`config.mk`:
```
export PLATFORM = sky130hd
export DESIGN_NAME = regfile_operand_fetch
export DESIGN_NICKNAME = d
export VERILOG_FILES = /design/src/rtl/cgra_rf_pkg.sv /design/src/rtl/cgra_sync_fifo.sv /design/src/rtl/regfile_operand_fetch.sv
export SDC_FILE = /design/constraint.sdc
export NUM_CORES = 1
export LEC_CHECK = 0
export CAP_MARGIN = 20
export CELL_PAD_IN_SITES_DETAIL_PLACEMENT = 0
export CELL_PAD_IN_SITES_GLOBAL_PLACEMENT = 1
export CORE_MARGIN = 2
export CORE_UTILIZATION = 40
export CTS_BUF_LIST = sky130_fd_sc_hd__clkbuf_8
export DETAILED_ROUTE_END_ITERATION = 6
export PLACE_DENSITY_LB_ADDON = 0.1
export SLEW_MARGIN = 10
export SYNTH_ARGS = -nofsm -noshare
export SYNTH_HDL_FRONTEND = slang
export SYNTH_SLANG_ARGS = --single-unit
```
`constraint.sdc`:
```
create_clock -name CGRA_Clock -period 4.1 [get_ports CGRA_Clock]
set_input_delay 0.82 -clock CGRA_Clock [delete_from_list [all_inputs] [get_ports CGRA_Clock]]
set_output_delay 0.82 -clock CGRA_Clock [all_outputs]
set_load 0.01 [all_outputs]
```
`src/rtl/cgra_rf_pkg.sv`:
```
// Shared constants, operand-pair type and forwarding helper for the CGRA
// register-file read path.
package cgra_rf_pkg;

  localparam int unsigned DEFAULT_SIZE     = 32;
  localparam int unsigned DEFAULT_LOG2REGS = 1;
  localparam int unsigned MAX_LOG2REGS     = 16;

  typedef logic [MAX_LOG2REGS-1:0] rf_addr_t;

  typedef struct packed {
    logic [DEFAULT_SIZE-1:0] a;
    logic [DEFAULT_SIZE-1:0] b;
  } operand_pair_t;

  // True when a read must take the snooped write data instead of the RF port,
  // i.e. the write lands on the same edge the read address is sampled.
  function automatic logic bypass_select(input logic     wr_en,
                                         input rf_addr_t wr_addr,
                                         input rf_addr_t rd_addr);
    return wr_en && (wr_addr == rd_addr);
  endfunction

endpackage

```
`src/rtl/cgra_sync_fifo.sv`:
```
// Single-clock FIFO with occupancy count, full/empty flags and same-cycle
// push+pop; storage and pointers clear on asynchronous active-low reset.
module cgra_sync_fifo #(
  parameter int unsigned WIDTH = 64,
  parameter int unsigned DEPTH = 4
) (
  input  logic                   clk_i,
  input  logic                   rst_ni,
  input  logic                   push_i,
  input  logic [WIDTH-1:0]       data_i,
  input  logic                   pop_i,
  output logic [WIDTH-1:0]       data_o,
  output logic [$clog2(DEPTH):0] count_o,
  output logic                   full_o,
  output logic                   empty_o
);

  localparam int unsigned AW = $clog2(DEPTH);

  logic [WIDTH-1:0] mem_q [DEPTH];
  logic [AW-1:0]    wr_ptr_q, wr_ptr_d;
  logic [AW-1:0]    rd_ptr_q, rd_ptr_d;
  logic [AW:0]      count_q, count_d;
  logic             do_push, do_pop;

  assign full_o  = (count_q == (AW+1)'(DEPTH));
  assign empty_o = (count_q == '0);
  assign count_o = count_q;
  assign data_o  = mem_q[rd_ptr_q];

  // A pop frees the slot a same-cycle push needs, so push is legal when full.
  assign do_pop  = pop_i && !empty_o;
  assign do_push = push_i && (!full_o || do_pop);

  always_comb begin
    wr_ptr_d = wr_ptr_q;
    rd_ptr_d = rd_ptr_q;
    count_d  = count_q;
    if (do_push) wr_ptr_d = wr_ptr_q + 1'b1;
    if (do_pop)  rd_ptr_d = rd_ptr_q + 1'b1;
    unique case ({do_push, do_pop})
      2'b10:   count_d = count_q + 1'b1;
      2'b01:   count_d = count_q - 1'b1;
      default: count_d = count_q;
    endcase
  end

  always_ff @(posedge clk_i or negedge rst_ni) begin
    if (!rst_ni) begin
      wr_ptr_q <= '0;
      rd_ptr_q <= '0;
      count_q  <= '0;
      for (int unsigned i = 0; i < DEPTH; i++) begin
        mem_q[i] <= '0;
      end
    end else begin
      wr_ptr_q <= wr_ptr_d;
      rd_ptr_q <= rd_ptr_d;
      count_q  <= count_d;
      if (do_push) mem_q[wr_ptr_q] <= data_i;
    end
  end

endmodule

```
`src/rtl/regfile_operand_fetch.sv`:
```
// Read stage for the 1W/2R CGRA register file: issues read addresses, aligns
// the registered read data with write forwarding, and buffers operand pairs.
module regfile_operand_fetch
  import cgra_rf_pkg::*;
#(
  parameter int unsigned LOG2REGS = DEFAULT_LOG2REGS,
  parameter int unsigned SIZE     = DEFAULT_SIZE,
  parameter int unsigned DEPTH    = 4
) (
  input  logic                CGRA_Clock,
  input  logic                CGRA_Reset,
  input  logic                req_valid,
  output logic                req_ready,
  input  logic [LOG2REGS-1:0] req_addr0,
  input  logic [LOG2REGS-1:0] req_addr1,
  output logic [LOG2REGS-1:0] rf_address_out0,
  output logic [LOG2REGS-1:0] rf_address_out1,
  input  logic [SIZE-1:0]     rf_out0,
  input  logic [SIZE-1:0]     rf_out1,
  input  logic                wr_en,
  input  logic [LOG2REGS-1:0] wr_addr,
  input  logic [SIZE-1:0]     wr_data,
  output logic                op_valid,
  input  logic                op_ready,
  output logic [SIZE-1:0]     op_a,
  output logic [SIZE-1:0]     op_b
);

  localparam int unsigned FCW = $clog2(DEPTH) + 1;
  localparam int unsigned OCW = FCW + 1;

  typedef struct packed {
    logic [SIZE-1:0] a;
    logic [SIZE-1:0] b;
  } pair_t;

  logic            s1_valid_q, s1_valid_d;
  logic            byp0_q, byp0_d;
  logic            byp1_q, byp1_d;
  logic [SIZE-1:0] byp0_data_q, byp0_data_d;
  logic [SIZE-1:0] byp1_data_q, byp1_data_d;

  logic            accept;
  logic [OCW-1:0]  occupancy;
  pair_t           s1_pair;
  pair_t           head;
  logic [FCW-1:0]  fifo_count;
  logic            fifo_full;
  logic            fifo_empty;
  logic            fifo_pop;

  assign rf_address_out0 = req_addr0;
  assign rf_address_out1 = req_addr1;

  // Credit counts the pair still in S1, so S1 can always push without stalling.
  assign occupancy = OCW'(fifo_count) + OCW'(s1_valid_q);
  assign req_ready = (occupancy < OCW'(DEPTH));
  assign accept    = req_valid && req_ready;

  always_comb begin
    s1_valid_d  = accept;
    byp0_d      = byp0_q;
    byp1_d      = byp1_q;
    byp0_data_d = byp0_data_q;
    byp1_data_d = byp1_data_q;
    if (accept) begin
      byp0_d      = bypass_select(wr_en, rf_addr_t'(wr_addr), rf_addr_t'(req_addr0));
      byp1_d      = bypass_select(wr_en, rf_addr_t'(wr_addr), rf_addr_t'(req_addr1));
      byp0_data_d = wr_data;
      byp1_data_d = wr_data;
    end
  end

  always_ff @(posedge CGRA_Clock or negedge CGRA_Reset) begin
    if (!CGRA_Reset) begin
      s1_valid_q  <= 1'b0;
      byp0_q      <= 1'b0;
      byp1_q      <= 1'b0;
      byp0_data_q <= '0;
      byp1_data_q <= '0;
    end else begin
      s1_valid_q  <= s1_valid_d;
      byp0_q      <= byp0_d;
      byp1_q      <= byp1_d;
      byp0_data_q <= byp0_data_d;
      byp1_data_q <= byp1_data_d;
    end
  end

  always_comb begin
    s1_pair.a = byp0_q ? byp0_data_q : rf_out0;
    s1_pair.b = byp1_q ? byp1_data_q : rf_out1;
  end

  assign fifo_pop = op_valid && op_ready;

  cgra_sync_fifo #(
    .WIDTH (2 * SIZE),
    .DEPTH (DEPTH)
  ) u_fifo (
    .clk_i   (CGRA_Clock),
    .rst_ni  (CGRA_Reset),
    .push_i  (s1_valid_q),
    .data_i  (s1_pair),
    .pop_i   (fifo_pop),
    .data_o  (head),
    .count_o (fifo_count),
    .full_o  (fifo_full),
    .empty_o (fifo_empty)
  );

  assign op_valid = !fifo_empty;
  assign op_a     = head.a;
  assign op_b     = head.b;

  s1_push_has_room: assert property (
    @(posedge CGRA_Clock) disable iff (!CGRA_Reset)
    s1_valid_q |-> (!fifo_full || fifo_pop)
  );

endmodule

```
==> run metrics, run 1 <==
post-CTS setup repair buffer count=0; critical path launch point type=register; hold_buf cts=0; site row count=67; crit-path leading delay family=buffers and inverters; clock sink count=298; Reg2Reg Setup Slack=1850 ps; post-synth top area cell=dfrtp_1; CTS Buf Count=52; clk root buf=clkbuf_8; initial antenna violation count=0; layout cells sized above 1=49.6%; skew final=24.6 ps; Seq cells post-synth=298; drt first-iter violations=365; Crit path largest cell delay=750 ps; Overflow after GRT=0; Setup CP Type=register to output pin; core area=33500 um2; Max Cap Viol=0; nets=1109; worst rel slew slack=31.2%; global-route wire length before repair=49.2 mm; final hold violation count=0; FFs w/ async S/R, synth=100%; predominant post-synthesis flop cell=dfrtp_1; unique cell type count in the Yosys netlist=25; Fmax=0.280 GHz; CP cell instances=buf_12 > mux4_2 > clkdlybuf4s50_1; Clock Path Buffers=3; Max Slew Vio Count=0; ANT cells=0; top cells by area, synth=dfrtp_1 55%, mux2_2 29%, mux4_2 11%; end of the critical path=op_a[14]; P&R area growth vs syn=22.8%; Detail Placement HPWL=19.3 mm; clock slew at reported path FFs=60 ps; share of the synthesized area in the top cell type=54.7%; Residual DRC=0; Synth top cells by count=353 x mux2_2, 298 x dfrtp_1, 64 x mux4_2; Post-synth EDFFs=0; Syn Area/Cell=16.9 um2; CP endpoint kind=output pin; die area=35600 um2; Wirelength per Cell=20.8 um; mapped cell area=13600 um2; R2R depth=9; Tot Pwr=14.5 mW; drt pass-1 iters=4; Reg-to-Reg Start=u_fifo.count_o[0]; largest net degree at the start of global routing=100; routability cong.=0.698; Die Y=189 um; Vias/cell=5.13; # H-tree levels=2; Tightest Pin Transition=1030 ps; Initial Util=40.6%; RSZ-0062 raised after global routing=no; Leak=6.73 nW; crit-path max FO=27; # IOs=172; Slowest-stage cell, CP=dfrtp_4; FF+latch area=7470 um2; Port Buffers=171; CP bufs+invs=2; Worst Hold Class=input pin to asynchronous set/reset pin; reg-to-reg endpoint=u_fifo.count_o[2]; via count=7604; most numerous cell in the Yosys netlist=mux2_2; Routed WL=30.9 mm; Crit path depth=3; cts repair resizes=0; clk_lat worst skew=580 ps; vias in the first global route=8262; min Tclk post-route=3570 ps; fillcell total=2899; status=finished clean; setup TNS=0 ps; register area share after synthesis=54.7%; Net Count, Synth=917; footprint of the multi-input gates=5730 um2; Tcrit/Tclk final=87.2%; yosys warns=0; die width=189 um; GRT Util Overall=17.8%; Worst IR Drop VDD=397 uV; Antenna Nets Post-Route=0; Arrival @ worst endpoint=2750 ps; CP startpoint=u_fifo.rd_ptr_q[0]; PD cells=868 nW/um2; final setup vio count=0; Synth Instances=807; CTS tree=built; CP Data Required Time=3280 ps
[cells in the final DEF (no fill, tap or decap), drive strengths merged]
master / netlist / layout
nor4b: 1 / 1
xnor2: 5 / 5
mux2: 353 / 353
nor2: 5 / 5
ha: 5 / 5
a31oi: 1 / 1
mux2i: 1 / 1
mux4: 64 / 64
nand2b: 1 / 1
buf: 18 / 19
nand4: 2 / 2
inv: 6 / 30
o31a: 1 / 1
clkinvlp: 0 / 2
nand2: 6 / 6
fa: 1 / 1
clkbuf: 33 / 63
clkdlybuf4s50: 0 / 170
dfrtp: 298 / 298
or3: 1 / 1
xor2: 3 / 3
a21bo: 2 / 2
[state kept, by name, indices dropped and copies added, names as in the netlist]
| name | cells |
|---|---|
| u_fifo.count_o | 3 |
| u_fifo.mem_q | 256 |
| byp0_q | 1 |
| u_fifo.wr_ptr_q | 2 |
| u_fifo.rd_ptr_q | 2 |
| byp1_data_q | 32 |
| s1_valid_q | 1 |
| byp1_q | 1 |
[how the worst min path moves through the flow]
stage	from	cells past startpoint	endpoint	slack [ps]
after global routing	CGRA_Reset	1	u_fifo.mem_q[137]	340
after global placement	u_fifo.mem_q[30]	1	u_fifo.mem_q[30]	480
final	CGRA_Reset	1	u_fifo.mem_q[137]	310
after floorplan	u_fifo.mem_q[100]	1	u_fifo.mem_q[100]	480
after CTS	CGRA_Reset	1	u_fifo.mem_q[137]	310
after detailed placement	u_fifo.mem_q[203]	1	u_fifo.mem_q[203]	490
[worst reg2reg max path: cells and delay by family, from the launching register on]
family	cells	cell delay (ps)
and+or+nand+nor	3	570
adders and majority gates	2	570
DFF	1	450
xor gates and xnor gates	2	300
buffers and inverters	2	280
[stage by stage]
step / cell area [um2] / utilization, % / worst slack [ps] / instances / hold WS (ps)
floorplan: 13600 / - / 1520 / 807 / 475
global placement: 15700 / 46.9 / 1060 / 1392 / 484
detailed placement: 15800 / 47.0 / 1050 / 1393 / 491
CTS: 16700 / 49.9 / 407 / 1482 / 310
global route: 16700 / 49.9 / 320 / 1482 / 340
finish: 16700 / 49.9 / 526 / 1482 / 306
[per-layer routing]
| metal | share of wire (%) | vias to the layer above | track usage, % | routed length [um] |
|---|---|---|---|---|
| met5 | 0 | - | 0 | 0 |
| li1 | - | 3391 | - | - |
| met3 | 4.5 | 39 | 3.48 | 1400 |
| met4 | 1.5 | 0 | 4.12 | 459 |
| met1 | 50 | 3992 | 26.9 | 15300 |
| met2 | 44 | 182 | 26.5 | 13700 |
[kinds of logic after synthesis]
family | after synthesis | share of synthesized area [%]
AND/OR/NAND/NOR | 16 | 0.670
multiplexers | 418 | 39.8
XOR/XNOR | 8 | 0.514
buffers and inverters | 57 | 3.39
AO/OA/AOI/OAI | 4 | 0.257
flip-flops | 298 | 54.7
adder cells (fa/ha/maj) | 6 | 0.606
[power by group]
group	switching [mW]	total [mW]	internal [mW]
clock	1.19	2.56	1.37
combinational	2.32	6.36	4.04
sequential	1.12	5.61	4.48
[layout make-up]
cell class | instances | area share, %
Clock buffer | 63 | 5.18
Inverter | 6 | 0.135
Multi-Input combinational cell | 452 | 34.2
Tap cell | 448 | 3.35
Timing Repair Buffer | 189 | 11.8
Clock inverter | 26 | 0.628
Sequential cell | 298 | 44.6
No activity file was read; power rests on OpenSTA's default activity.
==> inputs of run 2 (changes only) <==
--- a/config.mk
+++ b/config.mk
@@ -5,7 +5,7 @@
 export SDC_FILE = /design/constraint.sdc
 export NUM_CORES = 1
 export LEC_CHECK = 0
-export CAP_MARGIN = 20
+export ABC_AREA = 0
 export CELL_PAD_IN_SITES_DETAIL_PLACEMENT = 0
 export CELL_PAD_IN_SITES_GLOBAL_PLACEMENT = 1
 export CORE_MARGIN = 2
==> run 2 against run 1 <==
  * Register-to-register slack worse by 120 ps
  * Critical path depth is the same
  * Wire length grew 0.17%
  * Count of clock-buffer cells in the layout up 6
  * Largest power group unchanged
  * Non-clock buffer count down 1
  * Die area unchanged
  * Utilization increased by 0.13 points
  * Global-route usage is 0.079 points lower
  * Clock power rose by 4%
==> run metrics, run 2 (synthesis gave the netlist of run 1 again) <==
status=finished clean (unchanged); clk_lat worst skew=570 ps (was 580 ps); Leak=6.73 nW (about the same); Tot Pwr=14.6 mW (was 14.5 mW); CP bufs+invs=2 (unchanged); drt first-iter violations=256 (was 365); final hold violation count=0 (unchanged); Vias/cell=5.15 (was 5.13); CP endpoint kind=output pin (unchanged); Final Non-Filler Cells=1481 (was 1482); Crit path largest cell delay=760 ps (was 750 ps); CP Data Required Time=3280 ps (about the same); crit-path max FO=27 (unchanged); vias in the first global route=8269 (was 8262); worst slack at placement=1050 ps (about the same); Tcrit/Tclk final=86.7% (was 87.2%); reg-to-reg endpoint=byp1_data_q[16] (was u_fifo.count_o[2]); PD cells=871 nW/um2 (was 868 nW/um2); Worst Slack Setup Final=543 ps (was 526 ps); Power Internal=10.0 mW (was 9.89 mW); clock slew at reported path FFs=60 ps (about the same); Sw Ratio=31.6% (was 31.9%); cell count after placement=1392 (was 1393); Fmax=0.281 GHz (was 0.280 GHz); post-CTS setup repair buffer count=0 (unchanged); # H-tree levels=2 (unchanged); Port Buffers=171 (unchanged); max reg flops=256 (unchanged); CP cell instances=buf_12 > mux4_2 > clkdlybuf4s50_1 (unchanged); Antenna Nets Post-Route=0 (unchanged); Clock Path Buffers=3 (unchanged); skew final=25.1 ps (was 24.6 ps); Reg-to-Reg Start=u_fifo.count_o[0] (unchanged); setup TNS=0 ps (unchanged); CTS Buf Count=52 (unchanged); min Tclk post-route=3560 ps (was 3570 ps); largest net degree at the start of global routing=100 (unchanged); die width=189 um (unchanged); site row count=67 (unchanged); Detail Placement HPWL=19.0 mm (was 19.3 mm); part of the power in registers=38.4% (was 38.6%); Wirelength per Cell=20.9 um (was 20.8 um); Reg2Reg Setup Slack=1730 ps (was 1850 ps); routability cong.=0.698 (unchanged); Tightest Pin Transition=1170 ps (was 1030 ps); P&R area growth vs syn=23.1% (was 22.8%); Routed WL=30.9 mm (about the same); worst rel slew slack=21.6% (was 31.2%); Max Cap Viol=0 (unchanged); Setup CP Type=register to output pin (unchanged); R2R depth=3 (was 9); Initial Util=40.6% (unchanged); Slowest-stage cell, CP=dfrtp_4 (unchanged); hold_buf cts=0 (unchanged); # IOs=172 (unchanged); clock share of power=18.2% (was 17.6%); Comb power frac=43.4% (was 43.8%); die area=35600 um2 (unchanged); cts repair resizes=0 (unchanged); clock sink count=298 (unchanged); initial antenna violation count=0 (unchanged); crit-path leading delay family=buffers and inverters (unchanged); GRT Util Overall=17.7% (was 17.8%); Worst Hold Class=input pin to asynchronous set/reset pin (unchanged); Die Y=189 um (unchanged); most frequent cells in the layout=353 x mux2_2, 294 x dfrtp_1, 170 x clkdlybuf4s50_1 (unchanged); core area=33500 um2 (unchanged); layout cells sized above 1=50.3% (was 49.6%); commonest non-fill, non-tap cell in the layout=mux2_2 (unchanged); Arrival @ worst endpoint=2740 ps (was 2750 ps); RSZ-0062 raised after global routing=no (unchanged); ANT cells=0 (unchanged); CTS tree=built (unchanged); nets=1108 (was 1109); Worst IR Drop VDD=332 uV (was 397 uV); Top reg by flops=u_fifo.mem_q (unchanged); global-route wire length before repair=49.3 mm (was 49.2 mm); final setup vio count=0 (unchanged); Net Sw Power=4.62 mW (was 4.63 mW); Overflow after GRT=0 (unchanged); via count=7625 (was 7604); critical path launch point type=register (unchanged); clk root buf=clkbuf_8 (unchanged); drt pass-1 iters=4 (unchanged); Residual DRC=0 (unchanged); Max Slew Vio Count=0 (unchanged)
-- run 2: cell types whose count changed in the layout (fill, tap and decap cells not counted), sizes merged --
cell / delta
inv: -8
clkbuf: +6
buf: -1
clkinv: +2
-- run 2: worst max-delay path by stage --
stage                       startpoint           endpoint  cells after the start
finish              u_fifo.rd_ptr_q[0]           op_b[15]                      3
global route        u_fifo.rd_ptr_q[0]           op_b[14]                      3
CTS                 u_fifo.rd_ptr_q[0]           op_a[11]                      3
detailed placement  u_fifo.rd_ptr_q[0]           op_a[11]                      3
global placement    u_fifo.rd_ptr_q[0]           op_a[11]                      3
floorplan                     op_ready  u_fifo.count_o[2]                      8
-- run 2: routing by layer --
layer	vias to the layer above	GRT usage [%]	wire length (um)
met5	-	0	0
met1	3999	26.8	15100
li1	3385	-	-
met3	62	3.20	1440
met2	179	26.6	13800
met4	0	4.09	606
-- run 2: cell type report --
class	instances	area (um2)
fill	2911	16800
sequential	298	7470
multi-input combinational	452	5730
timing repair buffer	188	1960
clock buffer	69	950
tap	448	561
clock inverter	20	85.1
inverter	6	22.5
-- run 2: per-stage QoR --
step           area (um2)  util [%]  hold WS (ps)
3_3_place_gp        15700      46.9           484
4_1_cts             16800      50.0           314
3_5_place_dp        15700      46.9           490
6_report            16800      50.0           277
2_1_floorplan       13600         -           475
5_1_grt             16800      50.0           343
-- run 2: power groups by stage --
| stage | Combinational, mW | Sequential [mW] | Clock, mW |
|---|---|---|---|
| floorplan | 4.39 | 5.01 | 0 |
| global placement | 6.37 | 5.66 | 0 |
| detailed placement | 6.45 | 5.66 | 0 |
| CTS | 6.48 | 5.62 | 2.76 |
| global route | 6.81 | 5.82 | 2.90 |
| finish | 6.35 | 5.61 | 2.66 |
==> inputs of run 3 (changes only) <==
--- a/config.mk
+++ b/config.mk
@@ -13,7 +13,7 @@
 export CTS_BUF_LIST = sky130_fd_sc_hd__clkbuf_8
 export DETAILED_ROUTE_END_ITERATION = 6
 export PLACE_DENSITY_LB_ADDON = 0.1
-export SLEW_MARGIN = 10
+export SLEW_MARGIN = 20
 export SYNTH_ARGS = -nofsm -noshare
 export SYNTH_HDL_FRONTEND = slang
 export SYNTH_SLANG_ARGS = --single-unit
==> run 3 against run 2 <==
  * First-iteration DRC count is 6.3% lower
  * Total power decreased by 0.37%
  * Count of clock-buffer cells in the layout is 5 lower
  * Highest routed layer unchanged
  * Sequential power about the same
  * Critical endpoint unchanged
  * Via count barely moved
  * Sequential share of layout area increased by 0.063 points
==> run metrics, run 3 (synthesis gave the netlist of run 1 again) <==
core area=33500 um2 (unchanged); Reg2Reg Setup Slack=1850 ps (was 1730 ps); Die Y=189 um (unchanged); Fin Hold WS=281 ps (was 277 ps); fillcell total=2902 (was 2911); routability cong.=0.698 (unchanged); Clock Path Buffers=3 (unchanged); max reg flops=256 (unchanged); final setup vio count=0 (unchanged); cell count after placement=1392 (unchanged); Antenna Nets Post-Route=0 (unchanged); Port Buffers=171 (unchanged); site row count=67 (unchanged); Max Cap Viol=0 (unchanged); most frequent cells in the layout=353 x mux2_2, 294 x dfrtp_1, 170 x clkdlybuf4s50_1 (unchanged); die width=189 um (unchanged); global-route wire length before repair=49.4 mm (was 49.3 mm); post-CTS setup repair buffer count=0 (unchanged); setup TNS=0 ps (unchanged); Tcrit/Tclk final=87.3% (was 86.7%); GRT Util Overall=17.7% (about the same); Worst IR Drop VDD=407 uV (was 332 uV); footprint of the multi-input gates=5730 um2 (about the same); Top reg by flops=u_fifo.mem_q (unchanged); Reg-to-Reg Start=u_fifo.count_o[1] (was u_fifo.count_o[0]); Leak=6.74 nW (was 6.73 nW); Fmax=0.279 GHz (was 0.281 GHz); CTS Buf Count=51 (was 52); Wirelength per Cell=20.8 um (was 20.9 um); clock sink count=298 (unchanged); Worst Hold Class=input pin to asynchronous set/reset pin (unchanged); vias in the first global route=8260 (was 8269); Setup CP Type=register to output pin (unchanged); initial antenna violation count=0 (unchanged); FF+latch area=7470 um2 (unchanged); CP Data Required Time=3280 ps (about the same); Routed WL=30.8 mm (was 30.9 mm); Max Slew Vio Count=0 (unchanged); skew final=30.6 ps (was 25.1 ps); min Tclk post-route=3580 ps (was 3560 ps); Final Non-Filler Cells=1483 (was 1481); status=finished clean (unchanged); worst rel slew slack=34.1% (was 21.6%); Initial Util=40.6% (unchanged); critical path launch point type=register (unchanged); Overflow after GRT=0 (unchanged); Arrival @ worst endpoint=2760 ps (was 2740 ps); nets=1107 (was 1108); Tot Pwr=14.6 mW (about the same); drt pass-1 iters=4 (unchanged); clock slew at reported path FFs=60 ps (about the same); ANT cells=0 (unchanged); layout cells sized above 1=50.1% (was 50.3%); largest net degree at the start of global routing=100 (unchanged); commonest non-fill, non-tap cell in the layout=mux2_2 (unchanged); Detail Placement HPWL=19.0 mm (about the same); Vias/cell=5.14 (was 5.15); CP endpoint kind=output pin (unchanged); RSZ-0062 raised after global routing=no (unchanged); P&R area growth vs syn=22.9% (was 23.1%); cts repair resizes=0 (unchanged); hold_buf cts=0 (unchanged); clk_lat worst skew=580 ps (was 570 ps); via count=7619 (was 7625); PD cells=869 nW/um2 (was 871 nW/um2); reg-to-reg endpoint=u_fifo.count_o[2] (was byp1_data_q[16]); crit-path max FO=27 (unchanged); CTS tree=built (unchanged); clk root buf=clkbuf_8 (unchanged); die area=35600 um2 (unchanged); R2R depth=9 (was 3); # H-tree levels=2 (unchanged); # IOs=172 (unchanged); Residual DRC=0 (unchanged); Tightest Pin Transition=989 ps (was 1170 ps); drt first-iter violations=240 (was 256); final hold violation count=0 (unchanged)
run 3: changes by cell type in the layout (fill, tap and decap cells not counted):
cell	previous run	this run
inv_6	0	2
inv_8	0	1
clkinv_2	2	5
nand2_4	0	1
nand2_2	1	0
inv_1	22	25
clkbuf_8	69	64
clkinvlp_4	2	0
run 3: worst max-delay path by stage:
stage                             startpoint  slack (ps)                 to
after global placement    u_fifo.rd_ptr_q[0]        1060           op_a[11]
after detailed placement  u_fifo.rd_ptr_q[0]        1050           op_a[11]
after CTS                 u_fifo.rd_ptr_q[0]         410           op_a[11]
after floorplan                     op_ready        1520  u_fifo.count_o[2]
final                     u_fifo.rd_ptr_q[0]         520           op_b[15]
after global routing      u_fifo.rd_ptr_q[0]         330           op_b[14]
run 3: layout make-up:
type	instances	share of cell area (%)
well taps	448	3.35
clock buffers	64	5.26
inverters	6	0.134
clock inverters	27	0.747
flip-flops and latches	298	44.6
multi-input cells	452	34.2
repair buffers	188	11.7
run 3: report_power, final:
part | total, mW | internal [mW] | switching [mW]
Combinational | 6.35 | 4.03 | 2.32
Sequential | 5.61 | 4.48 | 1.13
Clock | 2.61 | 1.41 | 1.20
run 3: through the flow:
| stage | util (%) | instance area [um2] | setup slack [ps] |
|---|---|---|---|
| floorplan | - | 13600 | 1520 |
| global placement | 46.9 | 15700 | 1060 |
| detailed placement | 46.9 | 15700 | 1050 |
| CTS | 49.9 | 16700 | 409 |
| global route | 49.9 | 16700 | 332 |
| finish | 49.9 | 16700 | 522 |
run 3: critical path, stage by stage, from the launching register on:
cell             delay (ps)
dfrtp_4                 760
buf_12                  310
mux4_2                  570
clkdlybuf4s50_1         500
run 3: metal layers:
| layer | vias to the layer above | track usage [%] | wire length [um] | part of all wire [%] |
|---|---|---|---|---|
| met5 | - | 0 | 0 | 0 |
| met4 | 0 | 4.06 | 483 | 1.6 |
| met3 | 42 | 3.32 | 1370 | 4.4 |
| met2 | 173 | 26.5 | 13900 | 45 |
| met1 | 4002 | 26.9 | 15100 | 49 |
| li1 | 3402 | - | - | - |
